`src/rtl/light_sequencer.sv`:
```
// RGB light sequencer: white / manual-step / timed auto-cycle / off, with
// direction control, brightness dimming and one registered RGB word per clock.
module light_sequencer #(
  parameter int CH_WIDTH = 8,
  parameter int DWELL    = 4
) (
  input  logic                  clk,
  input  logic                  rst,
  input  logic [1:0]            mode,
  input  logic                  button,
  input  logic                  dir,
  input  logic [1:0]            dim,
  output logic [3*CH_WIDTH-1:0] light,
  output logic [2:0]            colour,
  output logic                  step
);

  localparam int CNT_W = (DWELL > 1) ? $clog2(DWELL) : 1;
  localparam logic [CNT_W-1:0] CNT_LAST = CNT_W'(DWELL - 1);

  typedef enum logic [1:0] {
    MODE_WHITE  = 2'b00,
    MODE_MANUAL = 2'b01,
    MODE_AUTO   = 2'b10,
    MODE_OFF    = 2'b11
  } mode_t;

  logic [CNT_W-1:0]      cnt;
  logic [CNT_W-1:0]      cnt_nxt;
  logic                  btn_q;
  logic                  press;
  logic [2:0]            colour_nxt;
  logic                  step_nxt;
  logic [3*CH_WIDTH-1:0] light_nxt;
  logic [CH_WIDTH-1:0]   on_level;

  // Codes 0 and 7 never come out of stepping; both re-enter the ring at its start.
  function automatic logic [2:0] next_colour(input logic [2:0] c, input logic rev);
    logic [2:0] n;
    if (!rev) n = (c == 3'd0 || c >= 3'd6) ? 3'd1 : c + 3'd1;
    else      n = (c <= 3'd1 || c == 3'd7) ? 3'd6 : c - 3'd1;
    return n;
  endfunction

  function automatic logic [CH_WIDTH-1:0] dim_level(input logic [1:0] d);
    return {CH_WIDTH{1'b1}} >> d;
  endfunction

  function automatic logic [3*CH_WIDTH-1:0] decode(input logic [2:0] c,
                                                   input logic [CH_WIDTH-1:0] on);
    return {{CH_WIDTH{c[2]}} & on, {CH_WIDTH{c[1]}} & on, {CH_WIDTH{c[0]}} & on};
  endfunction

  // Next-state: colour, dwell counter, step pulse and the light word
  always_comb begin
    colour_nxt = colour;
    cnt_nxt    = '0;
    step_nxt   = 1'b0;
    light_nxt  = '0;
    on_level   = dim_level(dim);
    press      = button & ~btn_q;
    case (mode_t'(mode))
      MODE_WHITE: begin
        light_nxt = {3{on_level}};
      end
      MODE_MANUAL: begin
        light_nxt = decode(colour, on_level);
        if (press) begin
          colour_nxt = next_colour(colour, dir);
          step_nxt   = 1'b1;
        end
      end
      MODE_AUTO: begin
        light_nxt = decode(colour, on_level);
        cnt_nxt   = cnt;
        if (!button) begin
          if (cnt == CNT_LAST) begin
            colour_nxt = next_colour(colour, dir);
            step_nxt   = 1'b1;
            cnt_nxt    = '0;
          end else begin
            cnt_nxt = cnt + CNT_W'(1);
          end
        end
      end
      default: begin
        light_nxt = '0;
      end
    endcase
  end

  // Register stage: every output is driven straight from a flop
  always_ff @(posedge clk) begin
    if (rst) begin
      colour <= '0;
      cnt    <= '0;
      btn_q  <= 1'b0;
      step   <= 1'b0;
      light  <= '0;
    end else begin
      colour <= colour_nxt;
      cnt    <= cnt_nxt;
      btn_q  <= button;
      step   <= step_nxt;
      light  <= light_nxt;
    end
  end

endmodule

```
`config.mk`:
```
export PLATFORM = sky130hd
export DESIGN_NAME = light_sequencer
export DESIGN_NICKNAME = d
export VERILOG_FILES = /design/src/rtl/light_sequencer.sv
export SDC_FILE = /design/constraint.sdc
export NUM_CORES = 1
export LEC_CHECK = 0
export CORE_MARGIN = 5
export CORE_UTILIZATION = 30
export CTS_BUF_LIST = sky130_fd_sc_hd__clkbuf_8
export CTS_CLUSTER_DIAMETER = 100
export DETAILED_ROUTE_END_ITERATION = 7
export PLACE_DENSITY = 0.6
export SLEW_MARGIN = 25
export SYNTH_ARGS = -nofsm -noshare
export SYNTH_HDL_FRONTEND = slang
export SYNTH_SLANG_ARGS = --single-unit
export TNS_END_PERCENT = 100
```
`constraint.sdc`:
```
create_clock -name clk -period 1.8 [get_ports clk]
set_input_delay 0.18 -clock clk [delete_from_list [all_inputs] [get_ports clk]]
set_output_delay 0.18 -clock clk [all_outputs]
set_load 0.02 [all_outputs]
```
Word level (Yosys, flattened, before mapping)
Cells that the tools add are included.
{ "classes": {"n_addsub": 3, "order_cmp": 2, "eq_ne": 7, "n_shift": 1, "n_mux": 13, "n_bitwise": 6, "n_reduce_logical": 8} }
{ "ops": {"columns": ["op", "count"], "rows": [
  ["$pmux W24 S2", 1],
  ["$and A8 B8 Y8", 3],
  ["$mux W3", 6],
  ["$shr A8 B2 Y8 const A", 1],
  ["$ne A2 B2 Y1 const B", 3],
  ["$pmux W3 S2", 1],
  ["$eq A2 B2 Y1 const B", 2],
  ["$reduce_and A4 Y1", 1],
  ["$reduce_or A2 Y1", 2],
  ["$add A3 B1 Y3 const B", 1],
  ["$eq A3 B3 Y1 const B", 1],
  ["$ge A3 B3 Y1 const B", 1],
  ["$le A3 B1 Y1 const B", 1],
  ["$logic_not A3 Y1", 1],
  ["$mux W1", 3],
  ["$sub A3 B1 Y3 const B", 1],
  ["$add A2 B1 Y2 const B", 1],
  ["$eq A2 B1 Y1 const B", 1],
  ["$logic_not A2 Y1", 1],
  ["$logic_or A1 B1 Y1", 2],
  ["$mux W2", 1],
  ["$not A1 Y1", 2],
  ["$pmux W1 S2", 1],
  ["$reduce_bool A2 Y1", 1],
  ["$and A1 B1 Y1", 1]
]} }
{ "word_totals": {"reg_bits": 31, "in_bits": 8} }

Logic depth before layout (Yosys ltp)
Gate-level depths: netlist of the first run.
{ "depth": {"word_depth": 7, "mapped_depth": 6, "mapped_depth_nobuf": 6} }

Worst setup path before layout of the first run
Ideal clock, no wire load.
{ "synth_path": {"kind": "flip-flop to flip-flop", "from": "reg colour[1]", "to": "reg colour[1]", "t_arrival_ns": 1.471, "required_time_ns": 1.683, "setup_slack_ns": 0.212, "path_stages_with_launch": 7, "path_buffers": 0, "period_less_slack_ns": 1.588, "path_cell_list": "dfxtp_1 inv_1 ha_1 o21bai_1 a21oi_1 nand3_1 a22o_1"} }
{ "synth_via": {"elab_chain_len": 7} }
{ "synth_rtl": {"columns": ["element", "line", "rtl"], "rows": [
  ["start, declared", "14", "output logic [2:0] colour,"],
  ["start signal, assigned", "101", "colour <= colour_nxt;"],
  ["$ge A3 B3 Y1 (tied with other cells)", "40", "if (!rev) n = (c == 3'd0 || c >= 3'd6) ? 3'd1 : c + 3'd1;"],
  ["$logic_or A1 B1 Y1, on equally long branches", "40, 41", null],
  ["$mux W3, on equally long branches", "40, 41", null],
  ["$mux W3 *", "40", null],
  ["$mux W3", "77", "if (cnt == CNT_LAST) begin"],
  ["$mux W3", "76", "if (!button) begin"],
  ["$pmux W3 S2 *", "62", "case (mode_t'(mode))"]
]} }
Every way passes the cells marked *; elsewhere a longest branch is shown, timed or not. The select of a mux whose other input is x is not followed.
A chain may end at the register's enable or synchronous reset.

Worst setup path in the final report of the first run
{ "layout_path": {"from": "reg colour[0]", "to": "reg colour[2]"} }
Same word-level chain as after synthesis.

==> flow_metrics.tcl, run 1 <==
set metrics [dict create \
    outcome "finished clean" \
    fin_tns_setup_ps 0 \
    synth-main-ff-cell "dfxtp_1" \
    wl_mm 2.02 \
    ir_worst_vdd_mv 0.353 \
    synth_edf_count 0 \
    holdCritPathClass "flip-flop to flip-flop" \
    power_mw 0.882 \
    ys_ff_latch 19 \
    firstDrtPassIters 4 \
    rsz0062_at_grt "no" \
    syn_inst 103 \
    wl_per_cell_um 11.5 \
    rrSetupSlack_ps 160 \
    cts_tree "yes" \
    io_pins 36 \
    core_area_um2 3080 \
    antenna_found_initial 0 \
    r2r_start "colour[0]" \
    synth.area.top_cells "dfxtp_1 (39%), ha_1 (14%), buf_4 (9.3%), a21oi_1 (4.7%), nor2_1 (3.9%)" \
    gp_congestion 0.827 \
    slowest_stage "dfxtp_1" \
    diodes 0 \
    rr_worst_depth 6 \
    period_share 0.913 \
    fp.dieW_um 66.7 \
    p_leak_nw 0.557 \
    synth_cell_types 28 \
    synth.most_common_cell "dfxtp_1" \
    crit_start "colour[0]" \
    synthesis.nets 122 \
    synth_top_area_frac 0.394 \
    grt_max_degree 12 \
    final_nets 151 \
    worst-path-max-fanout 7 \
    fmax_mhz 608 \
    grt_pass1_vias 717 \
    synth_top_area_cell "dfxtp_1" \
    endpoint "colour[2]" \
    overflow 0 \
    insertion_delay_ps 250 \
    cts_hold_buf 0 \
    yosysWarnings 0 \
    die_y_um 66.7 \
    required_ps 2000 \
    cpPeakStageDelay_ps 470 \
    cts.sinks 19 \
    numPortBuffers 35 \
    grt_usage 0.0861 \
    drv_cap 0 \
    period_needed_ps 1640 \
    fin_skew_ps 3.36 \
    cts_resized 0 \
    crit_type "flip-flop to flip-flop" \
    async_reset_ff_frac 0 \
    die_area_um2 4450 \
    initial_utilization 0.314 \
    cts_buffers 3 \
    num_rows 20 \
    rr_endpoint "colour[2]" \
    clkTransAtPathRegs_ps 70 \
    startpoint_type "flip-flop" \
    worst_slew_pin_slew_ps 398 \
    via_per_inst 4.51 \
    clockRootBuffer "clkbuf_8" \
    synth_area_um2 966 \
    cts_setup_buffers 0 \
    slew_headroom 0.734 \
    cts-htree-levels 1 \
    whs_ps 521 \
    worstPathArrival_ps 1840 \
    drv_slew 0 \
    clock_path_buffers 2 \
    end_kind "flip-flop" \
    syn_to_final_growth_pct 38.5 \
    crit_chain "inv_1 > ha_1 > nor2_1 > a211oi_2 > o32ai_1 > a22o_1" \
    hpwl_mm 1.63 \
    synthTopCellsByCount "dfxtp_1 (19), buf_4 (12), ha_1 (11)" \
    final_util 0.435 \
    antenna_left 0 \
    via_count 789 \
    report.final.setup_viol 0 \
    drtIter0Drc 22 \
    drcViolationCount 0 \
    seq_area_frac_synth 0.394 \
    syn_avg_cell_area_um2 9.38 \
    drive_gt1_frac 0.0916 \
    powerDensity_nw_per_um2 659 \
    grt_pass1_wl_mm 3.00 \
    finalHoldViolations 0 \
]
metrics by stage:
stage	cells	setup WS [ps]	cell area, µm²
floorplan	103	212	966
global placement	171	-5.67	1290
detailed placement	171	-55.7	1290
CTS	175	181	1340
global route	175	116	1340
finish	175	156	1340
registers in the layout, summed over array words and instances (netlist names):
| signal | flops |
|---|---|
| light | 12 |
| cnt | 2 |
| colour | 3 |
| step | 1 |
| btn_q | 1 |
kinds of logic (layout without fill, tap and decap cells):
| group | after synthesis | in the layout | share of synthesized area |
|---|---|---|---|
| adders and majority gates | 11 | 11 | 0.142 |
| DFF | 19 | 19 | 0.394 |
| AOI/OAI and AO/OA | 19 | 19 | 0.139 |
| muxes | 1 | 1 | 0.0104 |
| and+or+nand+nor | 29 | 29 | 0.166 |
| buffers and inverters | 24 | 52 | 0.149 |
layout make-up:
class	instances	area [µm²]
fillers	306	1740
multi-input cells	60	442
well taps	44	55.1
clock buffers	3	41.3
clock inverters	1	5.00
repair buffers	39	380
inverters	9	33.8
flip-flops and latches	19	380
worst min-delay path by stage:
stage	startpoint	end	slack, ps	depth (start not counted)
final	cnt[1]	cnt[1]	520	2
after global routing	cnt[1]	cnt[1]	560	2
after CTS	cnt[1]	cnt[1]	530	2
after detailed placement	cnt[1]	cnt[1]	510	2
after global placement	cnt[1]	cnt[1]	480	2
after floorplan	dim[0]	light[15]	260	1
critical path: cells and delay by family, from the launching register on:
family / cells / cell delay, ps
simple gates: 1 / 120
compound gates: 3 / 620
buf+inv: 1 / 160
flops: 1 / 470
fa+ha+maj: 1 / 230
routing by layer:
layer  GRT usage  routed length [µm]  vias to the layer above
li1            -                   -                      395
met4      0.0355                   9                        0
met2       0.150                 935                       28
met1      0.0930                 906                      364
met5           0                   0                        -
met3      0.0320                 164                        2
where the power goes:
group	switching, mW	internal (mW)	total, mW
Clock	0.139	0.154	0.293
Combinational	0.0773	0.0725	0.150
Sequential	0.00759	0.432	0.439
Total	0.224	0.658	0.882
layout by cell type (no fill, tap or decap), types with 2 or more instances in the layout:
cell type        instances
inv_1                    9
nor2_1                  10
buf_4                    4
ha_1                    11
clkbuf_8                 3
nand2_1                  3
dfxtp_1                 19
o21bai_1                 2
nor3_1                   5
a22o_1                   2
clkdlybuf4s50_1         35
a21oi_1                  9
nand3_1                  2
or3_1                    3
Note: power is estimated with default switching activity, not from simulation.
==> run 2: changes to the inputs <==
Settings changed: CORE_MARGIN 5 to not set.
==> flow_metrics.tcl, run 2 (same netlist as run 1, synthesis figures left out) <==
set metrics [dict create \
    outcome "finished clean" \
    critPathBufInv 1 \
    syn_to_final_growth_pct 37.6 \
    layout_common_cells "clkdlybuf4s50_1 (35), dfxtp_1 (19), ha_1 (11)" \
    hold_end "cnt[1]" \
    finalHoldViolations 0 \
    ir_worst_vdd_mv 0.288 \
    crit_type "flip-flop to flip-flop" \
    holdCritPathClass "flip-flop to flip-flop" \
    diodes 0 \
    fp.dieW_um 58.7 \
    p_leak_nw 0.552 \
    drtIter0Drc 9 \
    cts_setup_buffers 0 \
    top_layer_used "met4" \
    fin_tns_setup_ps 0 \
    period_share 0.918 \
    cts_resized 0 \
    rsz0062_at_grt "no" \
    antenna_left 0 \
    numPortBuffers 35 \
    fmax_mhz 605 \
    hold_depth 2 \
    drv_cap 0 \
    report.final.setup_viol 0 \
    wl_met3_um 89 \
    cts_hold_buf 0 \
    slew_headroom 0.750 \
    hpwl_mm 1.38 \
    fillerInstances 313 \
    top_regs "light: 12 flops, colour: 3 flops, cnt: 2 flops" \
    drive_gt1_frac 0.0769 \
    via_count 766 \
    num_rows 20 \
    place_area_um2 1280 \
    clkTransAtPathRegs_ps 70 \
    overflow 0 \
    m1WireLength_um 769 \
    grt_pass1_wl_mm 2.88 \
    hold_start "cnt[1]" \
    required_ps 1950 \
    critPathTopFamily "compound AO/OA/AOI/OAI gates" \
    io_pins 36 \
    wl_per_cell_um 10.1 \
    rrSetupSlack_ps 150 \
    powerDensity_nw_per_um2 651 \
    drv_slew 0 \
    regMostFlops "light" \
    largest_reg_flops 12 \
    r2r_start "colour[0]" \
    cts_tree "yes" \
    startpoint_type "flip-flop" \
    cts-htree-levels 1 \
    end_kind "flip-flop" \
    core_area_um2 3050 \
    slowest_stage "a211oi_2" \
    cpPeakStageDelay_ps 390 \
    rr_endpoint "colour[2]" \
    grt_pass1_vias 644 \
    cts.sinks 19 \
    drcViolationCount 0 \
    gp_congestion 0.759 \
    antenna_found_initial 0 \
    die_area_um2 3450 \
    crit_chain "inv_1 > ha_1 > nor2_1 > a211oi_2 > o32ai_1 > a22o_1" \
    worst-path-max-fanout 7 \
    period_needed_ps 1650 \
    insertion_delay_ps 250 \
    grt_usage 0.112 \
    route.met2.wl_um 861 \
    crit_cells 6 \
    wl_mm 1.75 \
    stdcell_area_um2 1330 \
    final_nets 150 \
    rr_worst_depth 6 \
    grt_max_degree 12 \
    firstDrtPassIters 3 \
    worst_slew_pin_slew_ps 374 \
    initial_utilization 0.316 \
    final_common_cell "clkdlybuf4s50_1" \
    worstPathArrival_ps 1800 \
    cts_buffers 3 \
    clock_path_buffers 2 \
    die_y_um 58.7 \
    fin_skew_ps 5.06 \
    via_per_inst 4.40 \
    clockRootBuffer "clkbuf_8" \
]
==> run 2: worst max path at each step <==
stage	from	end
floorplan	colour[1]	colour[1]
global placement	mode[1]	colour[1]
detailed placement	mode[0]	colour[2]
CTS	colour[1]	colour[1]
global route	colour[0]	colour[2]
finish	colour[0]	colour[2]
==> run 2: cell type report <==
class | instances | area (µm²) | share of cell area
well taps | 44 | 55.1 | 0.0414
multi-input cells | 60 | 442 | 0.332
clock buffers | 3 | 41.3 | 0.0311
repair buffers | 38 | 373 | 0.281
flip-flops and latches | 19 | 380 | 0.286
clock inverters | 1 | 3.75 | 0.00282
inverters | 9 | 33.8 | 0.0254
==> run 2: where the power goes <==
group | internal, mW | total [mW] | leakage [nW] | switching, mW
logic | 0.0713 | 0.146 | 0.371 | 0.0751
clock network | 0.151 | 0.279 | 0.0269 | 0.128
registers | 0.432 | 0.440 | 0.154 | 0.00788
total | 0.654 | 0.866 | 0.552 | 0.211
==> run 2: worst register-to-register path, delay by kind of cell, from the launching register on <==
family,cells,cell delay [ps]
compound gates,3,780
fa+ha+maj,1,170
buf+inv,1,170
flops,1,380
simple gates,1,50
==> run 2: through the flow <==
stage	hold slack (ps)	instances	util	total power [mW]	worst slack [ps]
3_5_place_dp	504	170	0.420	0.596	-81.3
6_report	514	174	0.435	0.866	148
3_3_place_gp	484	170	0.420	0.594	-43.6
5_1_grt	537	174	0.435	0.910	23.7
4_1_cts	521	174	0.435	0.871	155
2_1_floorplan	257	103	-	0.541	212
==> run 2: layer usage <==
layer,vias up,track usage
li1,392,-
met1,342,0.124
met2,28,0.196
met3,4,0.0198
met4,0,0.0714
met5,-,0
==> run 3: changes to the inputs <==
Settings changed: HOLD_SLACK_MARGIN set to 0.12.
==> results of run 3 <==
Final layout, timing and power as in run 2 (identical DEF).
